### src/rtl/decode_pkg.sv
// Shared opcode, branch-select and function-select codes plus the stage state type
// for the 16-bit teaching CPU decode stage.
package decode_pkg;

    localparam logic [3:0] OP_NOP   = 4'b0000;
    localparam logic [3:0] OP_LB    = 4'b0010;
    localparam logic [3:0] OP_SB    = 4'b0100;
    localparam logic [3:0] OP_ADDI  = 4'b0101;
    localparam logic [3:0] OP_ANDI  = 4'b0110;
    localparam logic [3:0] OP_ORI   = 4'b0111;
    localparam logic [3:0] OP_BEQ   = 4'b1000;
    localparam logic [3:0] OP_BNE   = 4'b1001;
    localparam logic [3:0] OP_BGEZ  = 4'b1010;
    localparam logic [3:0] OP_JR    = 4'b1011;
    localparam logic [3:0] OP_RTYPE = 4'b1111;

    localparam logic [2:0] BS_EQ   = 3'b000;
    localparam logic [2:0] BS_NE   = 3'b001;
    localparam logic [2:0] BS_GEZ  = 3'b010;
    localparam logic [2:0] BS_JR   = 3'b011;
    localparam logic [2:0] BS_NONE = 3'b100;

    localparam logic [2:0] FS_ADD  = 3'b000;
    localparam logic [2:0] FS_HALT = 3'b001;
    localparam logic [2:0] FS_BGEZ = 3'b010;
    localparam logic [2:0] FS_AND  = 3'b101;
    localparam logic [2:0] FS_OR   = 3'b110;

    typedef enum logic [1:0] {
        ST_RUN    = 2'b00,
        ST_STALL  = 2'b01,
        ST_HALTED = 2'b10
    } stage_state_e;

endpackage

### src/rtl/decode_stage_pipe_inst_field_decode.sv
// Combinational instruction-to-control-word decoder with source-register usage flags.
// Define DECODE_ILLEGAL_TRAP_EN to add the illegal output for undefined encodings.
module inst_field_decode
    import decode_pkg::*;
#(
    parameter int REG_W  = 3,
    parameter int INST_W = 16,
    parameter int IMM_W  = INST_W - 4 - 2 * REG_W
) (
    input  logic [INST_W-1:0] inst,
    output logic [REG_W-1:0]  dr,
    output logic [REG_W-1:0]  sa,
    output logic [REG_W-1:0]  sb,
    output logic [IMM_W-1:0]  imm,
    output logic [IMM_W-1:0]  off,
    output logic              mb,
    output logic              md,
    output logic              ld,
    output logic              mw,
    output logic              halt,
`ifdef DECODE_ILLEGAL_TRAP_EN
    output logic              illegal,
`endif
    output logic [2:0]        fs,
    output logic [2:0]        bs,
    output logic              uses_sa,
    output logic              uses_sb
);

    logic [3:0]       op_s;
    logic [REG_W-1:0] rs_s;
    logic [REG_W-1:0] rt_s;
    logic [REG_W-1:0] rd_s;
    logic [2:0]       funct_s;
    logic [IMM_W-1:0] imm_field_s;

    assign op_s        = inst[INST_W-1 -: 4];
    assign rs_s        = inst[INST_W-5 -: REG_W];
    assign rt_s        = inst[INST_W-5-REG_W -: REG_W];
    assign rd_s        = inst[INST_W-5-2*REG_W -: REG_W];
    assign funct_s     = inst[2:0];
    assign imm_field_s = inst[IMM_W-1:0];

    // Opcode decode; every field not driven by an opcode stays zero, BS stays "no branch".
    always_comb begin
        dr      = {REG_W{1'b0}};
        imm     = {IMM_W{1'b0}};
        off     = {IMM_W{1'b0}};
        mb      = 1'b0;
        md      = 1'b0;
        ld      = 1'b0;
        mw      = 1'b0;
        halt    = 1'b0;
        fs      = FS_ADD;
        bs      = BS_NONE;
        uses_sa = 1'b0;
        uses_sb = 1'b0;
`ifdef DECODE_ILLEGAL_TRAP_EN
        illegal = 1'b0;
`endif
        case (op_s)
            OP_NOP: begin
                if (funct_s != 3'b000) begin
                    halt = 1'b1;
                    fs   = FS_HALT;
`ifdef DECODE_ILLEGAL_TRAP_EN
                    illegal = (funct_s != 3'b001);
`endif
                end else begin
                    bs = BS_NONE;
                end
            end
            OP_LB: begin
                dr      = rt_s;
                mb      = 1'b1;
                md      = 1'b1;
                ld      = 1'b1;
                imm     = imm_field_s;
                uses_sa = 1'b1;
            end
            OP_SB: begin
                mb      = 1'b1;
                mw      = 1'b1;
                imm     = imm_field_s;
                uses_sa = 1'b1;
                uses_sb = 1'b1;
            end
            OP_ADDI, OP_ANDI, OP_ORI: begin
                dr      = rt_s;
                mb      = 1'b1;
                ld      = 1'b1;
                imm     = imm_field_s;
                uses_sa = 1'b1;
                case (op_s)
                    OP_ANDI: fs = FS_AND;
                    OP_ORI:  fs = FS_OR;
                    default: fs = FS_ADD;
                endcase
            end
            OP_BEQ, OP_BNE: begin
                fs      = FS_OR;
                off     = imm_field_s;
                bs      = (op_s == OP_BNE) ? BS_NE : BS_EQ;
                uses_sa = 1'b1;
                uses_sb = 1'b1;
            end
            OP_BGEZ: begin
                mb      = 1'b1;
                fs      = FS_BGEZ;
                bs      = BS_GEZ;
                off     = imm_field_s;
                uses_sa = 1'b1;
            end
            OP_JR: begin
                fs      = funct_s;
                md      = 1'b1;
                bs      = BS_JR;
                off     = imm_field_s;
                uses_sa = 1'b1;
            end
            OP_RTYPE: begin
                dr      = rd_s;
                fs      = funct_s;
                ld      = 1'b1;
                uses_sa = 1'b1;
                uses_sb = 1'b1;
            end
            default: begin
`ifdef DECODE_ILLEGAL_TRAP_EN
                illegal = 1'b1;
`endif
                bs = BS_NONE;
            end
        endcase
        sa = uses_sa ? rs_s : {REG_W{1'b0}};
        sb = uses_sb ? rt_s : {REG_W{1'b0}};
    end

endmodule

### src/rtl/decode_stage_pipe.sv
// Registered decode stage: valid/ready handshake, load-use stall, branch flush, sticky HALT.
// Define DECODE_ILLEGAL_TRAP_EN to add the ILLEGAL output and trap undefined encodings.
module decode_stage_pipe
    import decode_pkg::*;
#(
    parameter int REG_W  = 3,
    parameter int INST_W = 16,
    parameter int IMM_W  = INST_W - 4 - 2 * REG_W
) (
    input  logic              CLK,
    input  logic              RESET,
    input  logic [INST_W-1:0] INST,
    input  logic              IN_VALID,
    output logic              IN_READY,
    input  logic              OUT_READY,
    input  logic              FLUSH,
    output logic              OUT_VALID,
    output logic [REG_W-1:0]  DR,
    output logic [REG_W-1:0]  SA,
    output logic [REG_W-1:0]  SB,
    output logic [IMM_W-1:0]  IMM,
    output logic [IMM_W-1:0]  OFF,
    output logic              MB,
    output logic              MD,
    output logic              LD,
    output logic              MW,
    output logic              HALT,
`ifdef DECODE_ILLEGAL_TRAP_EN
    output logic              ILLEGAL,
`endif
    output logic [2:0]        FS,
    output logic [2:0]        BS
);

    stage_state_e     state_r;
    stage_state_e     state_next_s;
    logic             out_valid_r;
    logic [REG_W-1:0] dr_r, sa_r, sb_r;
    logic [IMM_W-1:0] imm_r, off_r;
    logic             mb_r, md_r, ld_r, mw_r, halt_r;
    logic [2:0]       fs_r, bs_r;

    logic [REG_W-1:0] dec_dr_s, dec_sa_s, dec_sb_s;
    logic [IMM_W-1:0] dec_imm_s, dec_off_s;
    logic             dec_mb_s, dec_md_s, dec_ld_s, dec_mw_s, dec_halt_s;
    logic [2:0]       dec_fs_s, dec_bs_s;
    logic             uses_sa_s, uses_sb_s;
    logic             hazard_s, in_ready_s, accept_s, xfer_s, load_s, stops_s;

`ifdef DECODE_ILLEGAL_TRAP_EN
    logic dec_illegal_s;
    logic illegal_r;
`endif

    inst_field_decode #(
        .REG_W  (REG_W),
        .INST_W (INST_W),
        .IMM_W  (IMM_W)
    ) u_field_decode (
        .inst    (INST),
        .dr      (dec_dr_s),
        .sa      (dec_sa_s),
        .sb      (dec_sb_s),
        .imm     (dec_imm_s),
        .off     (dec_off_s),
        .mb      (dec_mb_s),
        .md      (dec_md_s),
        .ld      (dec_ld_s),
        .mw      (dec_mw_s),
        .halt    (dec_halt_s),
`ifdef DECODE_ILLEGAL_TRAP_EN
        .illegal (dec_illegal_s),
`endif
        .fs      (dec_fs_s),
        .bs      (dec_bs_s),
        .uses_sa (uses_sa_s),
        .uses_sb (uses_sb_s)
    );

    // A held load whose result the incoming instruction reads; r0 is hardwired and never hazards.
    assign hazard_s = out_valid_r && md_r && ld_r && (dr_r != {REG_W{1'b0}}) &&
                      ((uses_sa_s && (dec_sa_s == dr_r)) || (uses_sb_s && (dec_sb_s == dr_r)));

    assign in_ready_s = !RESET && (state_r == ST_RUN) && (!out_valid_r || OUT_READY) && !hazard_s;
    assign accept_s   = IN_VALID && in_ready_s;
    assign xfer_s     = out_valid_r && OUT_READY;
    assign load_s     = accept_s && !FLUSH;

`ifdef DECODE_ILLEGAL_TRAP_EN
    assign stops_s = dec_halt_s || dec_illegal_s;
`else
    assign stops_s = dec_halt_s;
`endif

    // Next-state logic: halt is sticky until reset, stall lasts exactly one cycle.
    always_comb begin
        state_next_s = state_r;
        case (state_r)
            ST_RUN: begin
                if (load_s && stops_s) begin
                    state_next_s = ST_HALTED;
                end else if (hazard_s && xfer_s && !FLUSH) begin
                    state_next_s = ST_STALL;
                end else begin
                    state_next_s = ST_RUN;
                end
            end
            ST_STALL:  state_next_s = ST_RUN;
            ST_HALTED: state_next_s = ST_HALTED;
            default:   state_next_s = ST_RUN;
        endcase
    end

    // Stage state register.
    always_ff @(posedge CLK) begin
        if (RESET) begin
            state_r <= ST_RUN;
        end else begin
            state_r <= state_next_s;
        end
    end

    // Output valid: set on a surviving accept, cleared by flush or a completed transfer.
    always_ff @(posedge CLK) begin
        if (RESET) begin
            out_valid_r <= 1'b0;
        end else if (load_s) begin
            out_valid_r <= 1'b1;
        end else if (FLUSH || xfer_s) begin
            out_valid_r <= 1'b0;
        end else begin
            out_valid_r <= out_valid_r;
        end
    end

    // Control-word register: loads only on an accept that is not flushed, otherwise holds.
    always_ff @(posedge CLK) begin
        if (RESET) begin
            dr_r   <= {REG_W{1'b0}};
            sa_r   <= {REG_W{1'b0}};
            sb_r   <= {REG_W{1'b0}};
            imm_r  <= {IMM_W{1'b0}};
            off_r  <= {IMM_W{1'b0}};
            mb_r   <= 1'b0;
            md_r   <= 1'b0;
            ld_r   <= 1'b0;
            mw_r   <= 1'b0;
            halt_r <= 1'b0;
            fs_r   <= FS_ADD;
            bs_r   <= BS_NONE;
        end else if (load_s) begin
            dr_r   <= dec_dr_s;
            sa_r   <= dec_sa_s;
            sb_r   <= dec_sb_s;
            imm_r  <= dec_imm_s;
            off_r  <= dec_off_s;
            mb_r   <= dec_mb_s;
            md_r   <= dec_md_s;
            ld_r   <= dec_ld_s;
            mw_r   <= dec_mw_s;
            halt_r <= dec_halt_s;
            fs_r   <= dec_fs_s;
            bs_r   <= dec_bs_s;
        end
    end

`ifdef DECODE_ILLEGAL_TRAP_EN
    // Illegal flag travels with the rest of the control word.
    always_ff @(posedge CLK) begin
        if (RESET) begin
            illegal_r <= 1'b0;
        end else if (load_s) begin
            illegal_r <= dec_illegal_s;
        end
    end

    assign ILLEGAL = illegal_r;
`endif

    assign IN_READY  = in_ready_s;
    assign OUT_VALID = out_valid_r;
    assign DR        = dr_r;
    assign SA        = sa_r;
    assign SB        = sb_r;
    assign IMM       = imm_r;
    assign OFF       = off_r;
    assign MB        = mb_r;
    assign MD        = md_r;
    assign LD        = ld_r;
    assign MW        = mw_r;
    assign HALT      = halt_r;
    assign FS        = fs_r;
    assign BS        = bs_r;

endmodule

### config.mk
export PLATFORM = sky130hd
export DESIGN_NAME = decode_stage_pipe
export DESIGN_NICKNAME = d
export VERILOG_FILES = /design/src/rtl/decode_pkg.sv /design/src/rtl/decode_stage_pipe_inst_field_decode.sv /design/src/rtl/decode_stage_pipe.sv
export SDC_FILE = /design/constraint.sdc
export NUM_CORES = 1
export LEC_CHECK = 0
export ABC_AREA = 1
export CORE_MARGIN = 3
export CORE_UTILIZATION = 40
export CTS_CLUSTER_DIAMETER = 30
export DETAILED_ROUTE_END_ITERATION = 10
export PLACE_DENSITY = 0.69
export SLEW_MARGIN = 20
export SYNTH_ARGS = -nofsm -noshare
export SYNTH_HDL_FRONTEND = slang
export SYNTH_HIERARCHICAL = 1
export SYNTH_SLANG_ARGS = --single-unit
### constraint.sdc
create_clock -name CLK -period 4.4 [get_ports CLK]
set_clock_uncertainty 0.15 [all_clocks]
set_input_delay 0.44 -clock CLK [delete_from_list [all_inputs] [get_ports CLK]]
set_output_delay 0.44 -clock CLK [all_outputs]
set_load 0.05 [all_outputs]
Word-level counts from Yosys, hierarchy flattened
Cells that the tools add are included.
Operators by class
  mux-type cells: 23
  equality and inequality tests: 13
  reduce and logical (&&, ||, !) cells: 38
Operators by type and width (number)
  $eq A4 B4 Y1 const B: 5
  $eq A4 B3 Y1 const B: 4
  $logic_and A1 B1 Y1: 15
  $pmux W3 S5: 1
  $mux W1: 13
  $mux W6: 2
  $pmux W3 S2: 2
  $reduce_or A4 Y1: 3
  $reduce_or A10 Y1: 1
  $reduce_or A5 Y1: 2
  $pmux W3 S3: 1
  $eq A3 B3 Y1: 2
  $mux W3: 2
  $reduce_bool A3 Y1: 2
  $reduce_or A2 Y1: 3
  $reduce_or A6 Y1: 1
  $eq A4 B2 Y1 const B: 1
  $logic_not A1 Y1: 4
  $logic_not A4 Y1: 1
  $pmux W2 S2: 1
  $logic_or A1 B1 Y1: 3
  $reduce_or A3 Y1: 1
  $eq A2 B2 Y1 const B: 1
  $logic_not A2 Y1: 1
  other kinds (2): 2
Storage, ports and cells
  bits of input ports: 21
  logic and storage cells: 88
  register bits: 35
  output and inout bits: 34

Depth between registers and ports, before layout
  depth after elaboration: 15
  gate-level depth with buffers: 19
  gate-level depth less buffers: 17

Cells and area by module
Netlist, hierarchy kept.
By module, submodules not included
  decode_stage_pipe: cells each 248, area an instance 1596.5 µm², instances 1, seq. area each 700.7 µm²
  inst_field_decode: cells each 85, area an instance 377.9 µm², instances 1, seq. area each 0.0 µm²

Worst setup path before layout
Ideal clock, no wire load.
  path type: in2out
  start: input port INST[14]
  end: output port IN_READY
  arrival time: 2.479 ns
  slack: 1.331 ns
  required time: 3.810 ns
  buffers on the path: 1
  cell stages on the path: 12
  cell sequence: buf_6 inv_1 nand2_1 o22ai_1 nor2_1 inv_1 nand2_1 nand2_1 nor2_1 nand2_1 nand2_1 a21boi_0
On the way
  longest elaborated chain between the ends: 10
  elaborated cells between the ends (all ways): 24
  classes of those cells: eq/ne (12); mux (4); reduce/logical (8)
Ends and longest elaborated chain
  start: declaration: RTL line decode_stage_pipe.sv:12  | input logic [INST_W-1:0] INST,
  $eq A4 B2 Y1, or another cell as far along: RTL line decode_stage_pipe_inst_field_decode.sv:61  | case (op_s)
  $reduce_or A10 Y1 (no source line) *
  $mux W1 *: RTL line decode_stage_pipe_inst_field_decode.sv:61
  $mux W3 *: RTL line decode_stage_pipe_inst_field_decode.sv:135  | sa = uses_sa ? rs_s : {REG_W{1'b0}};
  named net dec_sa_s[1]: RTL line decode_stage_pipe.sv:43  | logic [REG_W-1:0] dec_dr_s, dec_sa_s, dec_sb_s;
  $eq A3 B3 Y1 *: RTL line decode_stage_pipe.sv:82  | ((uses_sa_s && (dec_sa_s == dr_r)) || (uses_sb_s && (dec_sb_s == dr_r)));
  $logic_and A1 B1 Y1 *: RTL line decode_stage_pipe.sv:82
  $logic_or A1 B1 Y1 *: RTL line decode_stage_pipe.sv:82
  $logic_and A1 B1 Y1 *: RTL line decode_stage_pipe.sv:81  | assign hazard_s = out_valid_r && md_r && ld_r && (dr_r != {REG_W{1'b0}}) &&
  $logic_not A1 Y1 *: RTL line decode_stage_pipe.sv:84  | assign in_ready_s = !RESET && (state_r == ST_RUN) && (!out_valid_r || OUT_READY) && !hazard_s;
  $logic_and A1 B1 Y1 *: RTL line decode_stage_pipe.sv:84
  end: declaration: RTL line decode_stage_pipe.sv:14  | output logic IN_READY,
Mark *: on every way through the listed nets, which the timed path passes. The rest lies on a longest branch.

Worst setup path in the final report
Ends and elaborated chain as after synthesis.

==> flow_metrics.py <==
metrics = {
    "clock_tree": {
        "cts.clk_slew.worst_paths_ns": 0.08,
        "cts_tree": "done",
        "cts_num_sinks": 35,
        "htreeDepth": 2,
        "clockRootBuffer": "clkbuf_8",
        "clockBufferDepth": 2,
        "holdBufCountCts": 0,
        "cts_resized": 0,
        "cts_buffers": 5,
        "clkLatencyLatePin_ns": 0.30,
        "postCtsSetupRepairBufs": 0,
    },
    "floorplanning": {
        "ios": 55,
        "fp.coreArea_um2": 4564,
        "rows": 24,
        "die_h_um": 76.26,
        "die_area_um2": 5815,
        "start_util": 0.4326,
        "die_w_um": 76.26,
    },
    "global_route": {
        "grt-ovfl-total": 0,
        "grt_pass1_wl_um": 8079,
        "track_usage": 0.1674,
        "grt_pass1_vias": 1778,
        "grt_max_degree": 64,
        "antenna_found_initial": 0,
    },
    "synth": {
        "yosysWarningCount": 6,
        "synthSimpleGateAreaFrac": 0.4373,
        "syn_inst": 333,
        "syn_area_um2": 1974,
        "ys_seq_elements": 35,
        "yosys.area.top_type": "dfxtp_1",
        "synth_compound_area_frac": 0.04436,
        "ys_types": 27,
        "synthArstFlopShare": 0,
        "yosysSeqAreaShare": 0.3549,
        "yosysMostFrequentCell": "nand2_1",
        "synthTopCellsByArea": "dfxtp_1 (35%), nand2_1 (19%), nor2_1 (17%)",
        "synth_xor_area_frac": 0,
        "syn_nets": 354,
        "yosys-top-cells-count": "nand2_1 (101), nor2_1 (90), inv_1 (56), dfxtp_1 (35), nand3_1 (9)",
        "yosys.area_share.adder": 0,
        "synth_top_area_frac": 0.3549,
        "synth-main-ff-cell": "dfxtp_1",
        "synthMuxAreaShare": 0,
        "synth_top_family_by_area": "simple AND/OR/NAND/NOR gates",
        "syn_avg_cell_area_um2": 5.929,
        "synth_edf_count": 0,
    },
    "layout": {
        "nNetsFinal": 406,
        "synthToLayoutAreaGrowth_pct": 32.07,
        "n_fill_cell": 475,
        "drive_gt1_frac": 0.06995,
        "antenna_cells": 0,
    },
    "setup_path": {
        "critPathSlowestCell": "clkdlybuf4s50_1",
        "critPathMaxFanout": 8,
        "critPathRequiredTime_ns": 3.81,
        "end_kind": "primary output",
        "crit_top_cell": "nand2_1",
        "crit_start": "INST[14]",
        "path_delay_family": "buffers and inverters",
        "rr_startpoint": "DR[1]",
        "critPathKind": "in2out",
        "start_kind": "input port",
        "crit_path_cell_trace": "clkdlybuf4s50_1 > nand2_2 > o22ai_1 > nor2_1 > inv_1 > nand2_1 > nand2_1 > nor2_1 > nand2_1 > nand2_1 > a21boi_0 > clkdlybuf4s50_1",
        "cp.buffers_inverters": 3,
        "r2r_slack_ns": 2.35,
        "cpPeakStageDelay_ns": 0.87,
        "arrival_ns": 3.25,
    },
    "place": {
        "pre_cts_ws_ns": 0.6262,
        "io_buffers": 54,
        "hpwl_um": 3304,
        "routabilityCongestion": 0.8236,
    },
    "sta": {
        "min_period_ns": 3.842,
        "clock.fmax_mhz": 260.3,
        "hold_viol": 0,
        "setup_ws_ns": 0.5585,
        "fin_crit_sh": 0.8731,
        "rsz0062_at_grt": "no",
        "tightest_slew_ns": 0.6692,
        "finalSetupViolations": 0,
        "drv_slew": 0,
        "fin_tns_setup_ns": 0,
        "fin_hold_ws_ns": 0.3149,
        "slew_headroom": 0.5539,
    },
    "route": {
        "vias": 1978,
        "drc_errors": 0,
        "via_per_inst": 4.386,
        "drt_iter0_markers": 111,
        "wire_per_inst_um": 10.41,
        "ant_nets": 0,
        "drt-pass1-iter-count": 4,
        "drt_wl_total_um": 4695,
    },
    "run_status": {
        "outcome": "finished clean",
    },
    "worst_hold_path": {
        "hold_start": "state_r[1]",
        "hold_path_class": "reg2reg",
    },
    "job": {
        "max_cap_viol_count": 0,
    },
    "power": {
        "p_leak_nw": 1.385,
        "powerDensity_nw_per_um2": 300.9,
        "ir_worst_vdd_mv": 0.1758,
        "total_power_mw": 0.7845,
    },
}
## worst reg2reg max path, stage by stage (launching register included)
cell     delay [ns]
dfxtp_1        0.35
inv_2          0.10
nand2_1        0.07
nand2_1        0.08
nor2_1         0.04
nand2_1        0.06
nand2_1        0.08
nand2_2        0.11
nand3_4        0.51
nor2_1         0.34
nor2_1         0.07
## cells by family (layout without fill, tap and decap cells)
family | count (synthesis) | in the layout
AO/OA/AOI/OAI | 13 | 13
buffers and inverters | 72 | 125
flip-flops | 35 | 35
AND/OR/NAND/NOR | 213 | 213
## power by group
group	switching, mW	total (mW)	leakage [nW]	internal, mW
combinational	0.129	0.198	1.05	0.0698
sequential	0.00905	0.341	0.286	0.332
clock	0.132	0.245	0.0443	0.113
## metal layers
| metal | vias to the layer above | part of all wire | global-route usage |
|---|---|---|---|
| li1 | 1075 | - | - |
| met1 | 852 | 0.52 | 0.2348 |
| met2 | 46 | 0.42 | 0.2522 |
| met3 | 5 | 0.048 | 0.04610 |
| met4 | 0 | 0.012 | 0.04348 |
| met5 | - | 0 | 0 |
## cell type report
cell class	count	area, um2	share of cell area
flip-flops and latches	35	700.7	0.2687
inverters	62	232.7	0.08925
clock buffers	5	68.82	0.02639
multi-input cells	226	950.9	0.3647
repair buffers	55	548.0	0.2102
well taps	65	81.33	0.03119
clock inverters	3	25.02	0.009597
## cells in the final DEF, fill, tap and decap left out, types with 3 or more instances in the layout
master and instances:
inv_1 56, nor2_1 90, nand2_1 101, dfxtp_1 35
nand3_1 9, clkdlybuf4s50_1 54, nand2_2 4, clkbuf_8 5
a21oi_1 3, inv_2 6
## state kept, by name (all words and copies together), names as in the netlist, 2 cells and up
signal   flops
OFF          6
state_r      2
IMM          6
SA           3
DR           3
SB           3
FS           3
BS           3
## final timing paths
path	to	depth (start not counted)
setup / recovery	IN_READY	12
hold / removal	state_r[1]	2
setup reg to reg	SA[1]	10
hold reg to reg	state_r[1]	2
## stage by stage
stage                     cell area, um2  instances  utilization
after detailed placement            2514        443       0.5507
after CTS                           2608        451       0.5713
after global placement              2514        443       0.5507
after floorplan                     1974        333            -
after global routing                2608        451       0.5713
final                               2608        451       0.5713
Note: power is estimated with default switching activity, not from simulation.
==> RTL change, RTL diff (same settings) <==
`INST_W` is set to 16 in 2 places; all go to 24.
--- a/src/rtl/decode_stage_pipe_inst_field_decode.sv
+++ b/src/rtl/decode_stage_pipe_inst_field_decode.sv
@@ -4,7 +4,7 @@
     import decode_pkg::*;
 #(
     parameter int REG_W  = 3,
-    parameter int INST_W = 16,
+    parameter int INST_W = 24,
     parameter int IMM_W  = INST_W - 4 - 2 * REG_W
 ) (
     input  logic [INST_W-1:0] inst,
--- a/src/rtl/decode_stage_pipe.sv
+++ b/src/rtl/decode_stage_pipe.sv
@@ -4,7 +4,7 @@
     import decode_pkg::*;
 #(
     parameter int REG_W  = 3,
-    parameter int INST_W = 16,
+    parameter int INST_W = 24,
     parameter int IMM_W  = INST_W - 4 - 2 * REG_W
 ) (
     input  logic              CLK,
Ports: changed (resized IMM, INST and OFF); port bits go from 55 to 79. The function was not compared with the original's and may differ.
==> RTL change against the original RTL <==
  * Design area up 37%
  * First-iteration DRC count up 20%
  * Area after synthesis up 35%
  * Critical path type unchanged
  * Sequential power up 46%
  * Sequential cell count up 16
  * Setup slack better by 170 ps
  * Routed wire length up 43%
  * Largest cell class unchanged
  * Total power up 42%
==> RTL change: results (changes against the original RTL) <==
Clock tree
  – Max clock buf depth: 2 (unchanged)
  – Clk slew on worst S/H paths: 100 ps (+20 ps)
  – Num CTS Buffers: 5 (unchanged)
  – Clock H-tree levels: 2 (unchanged)
  – Clk Latency, worst-skew pair: 290 ps
  – # Post-CTS Setup Buffers: 0 (unchanged)
  – Post-CTS resize count: 0 (unchanged)
  – Root Driver: clkbuf_8

Layout
  – Final #Nets: 559 (+38%)
  – ANT cells: 0 (unchanged)
  – Filler cell count: 665 (+40%)
  – Share of cells above drive strength 1: 3.95% (-3.0 points)

Yosys
  – Post-synthesis sequential area ratio: 38.2% (+2.7 points)
  – Ys Warns: 6 (unchanged)
  – Netlist cell types: 23 (-15%)
  – Top FF cell, synth: dfxtp_1
  – Syn_area_per_cell: 5.81 sq um (-2.0%)
  – FFs w/ async S/R, synth: 0% (unchanged)
  – Synth top area cells: dfxtp_1 38%, nand2_1 20%, nor2_1 19%
  – Syn_nets: 489 (+38%)
  – Synth top cells by count: 140 x nand2_1, 136 x nor2_1, 81 x inv_1

Critical path
  – Worst path slowest cell: clkdlybuf4s50_1
  – Max incr delay on CP: 870 ps (about the same)
  – CP arrival: 3090 ps (-160 ps)
  – CP Max Fanout: 5 (-3)
  – Cell family with most CP delay: buffers and inverters

Global route
  – Wire length of the first global-routing pass: 11,000 um (+36%)
  – Vias in the first global route: 2,428 (+37%)
  – Initial antenna violation count: 0 (unchanged)
  – Total GRT Usage: 17.6% (+0.84 points)
  – Largest net degree at the start of global routing: 54 (-16%)

Power and ir drop
  – Maximum VDD drop: 0.175 mV (-0.41%)
  – Pleak: 1.97 nW (+42%)

Place
  – Port Buf Inserts: 78 (+44%)
  – GP Congestion: 0.840 (+1.9%)
  – Hpwl dp: 4730 um (+43%)

Hold path
  – Hold Path Class: reg2reg

Route
  – Initial DRC Count: 133 (+20%)
  – Drt total wl: 6720 um (+43%)
  – DR vias/cell: 4.46 (+1.7%)
  – Iteration count of the initial detailed-routing pass: 5 (+1)

Timing
  – Least-Margin Pin Slew: 733 ps (+63.6 ps)

Run status
  – Status: complete, no violations
==> RTL change: kinds of logic (layout without fill, tap and decap cells) <==
| kind of cell | Yosys count | after routing | share of synthesized area (%) |
|---|---|---|---|
| AOI/OAI and AO/OA | 12 | 12 | 2.62 |
| buffers and inverters | 105 | 176 | 16.8 |
| DFF | 51 | 51 | 38.2 |
| and+or+nand+nor | 292 | 292 | 42.4 |
==> RTL change: path summary, 6_finish.rpt <==
kind,startpoint,to,slack (ps),cells after the start
setup / recovery,INST[23],IN_READY,720,13
hold / removal,state_r[1],state_r[1],310,2
setup reg to reg,DR[2],BS[1],2050,12
hold reg to reg,state_r[1],state_r[1],310,2
==> RTL change: where the power goes <==
group	internal (mW)	leakage, nW	switching (mW)
combinational	0.0951	1.49	0.178
clock	0.184	0.0612	0.156
sequential	0.484	0.417	0.0128
==> RTL change: per-stage QoR <==
| step | cells | worst slack [ps] | power (mW) | cell area (sq um) | util (%) |
|---|---|---|---|---|---|
| finish | 608 | 724 | 1.11 | 3570 | 55.6 |
| global route | 608 | 576 | 1.17 | 3570 | 55.6 |
| CTS | 608 | 737 | 1.12 | 3570 | 55.6 |
| detailed placement | 600 | 745 | 0.780 | 3450 | 53.8 |
| global placement | 600 | 810 | 0.778 | 3450 | 53.8 |
| floorplan | 460 | 1440 | 0.689 | 2670 | - |
==> RTL change: worst min-delay path: cells and delay by family (launching register included) <==
kind                   cells  cell delay, ps
AO/OA/AOI/OAI              1              60
buffers and inverters      1              60
flip-flops                 1             310
==> RTL change: layout make-up <==
type,count,share of cell area (%)
Clock inverter,2,0.981
Tap cell,77,2.70
Inverter,88,9.25
Sequential cell,51,28.6
Multi-Input combinational cell,304,33.9
Clock buffer,6,2.31
Timing Repair Buffer,80,22.3
==> RTL change: layer usage <==
metal	vias up	routed length, um	global-route usage, %	share of wire [%]
met3	8	389	4.99	5.8
li1	1452	-	-	-
met1	1176	3270	24.0	49
met2	76	2970	27.9	44
met5	-	0	0	0
met4	0	86	3.63	1.3
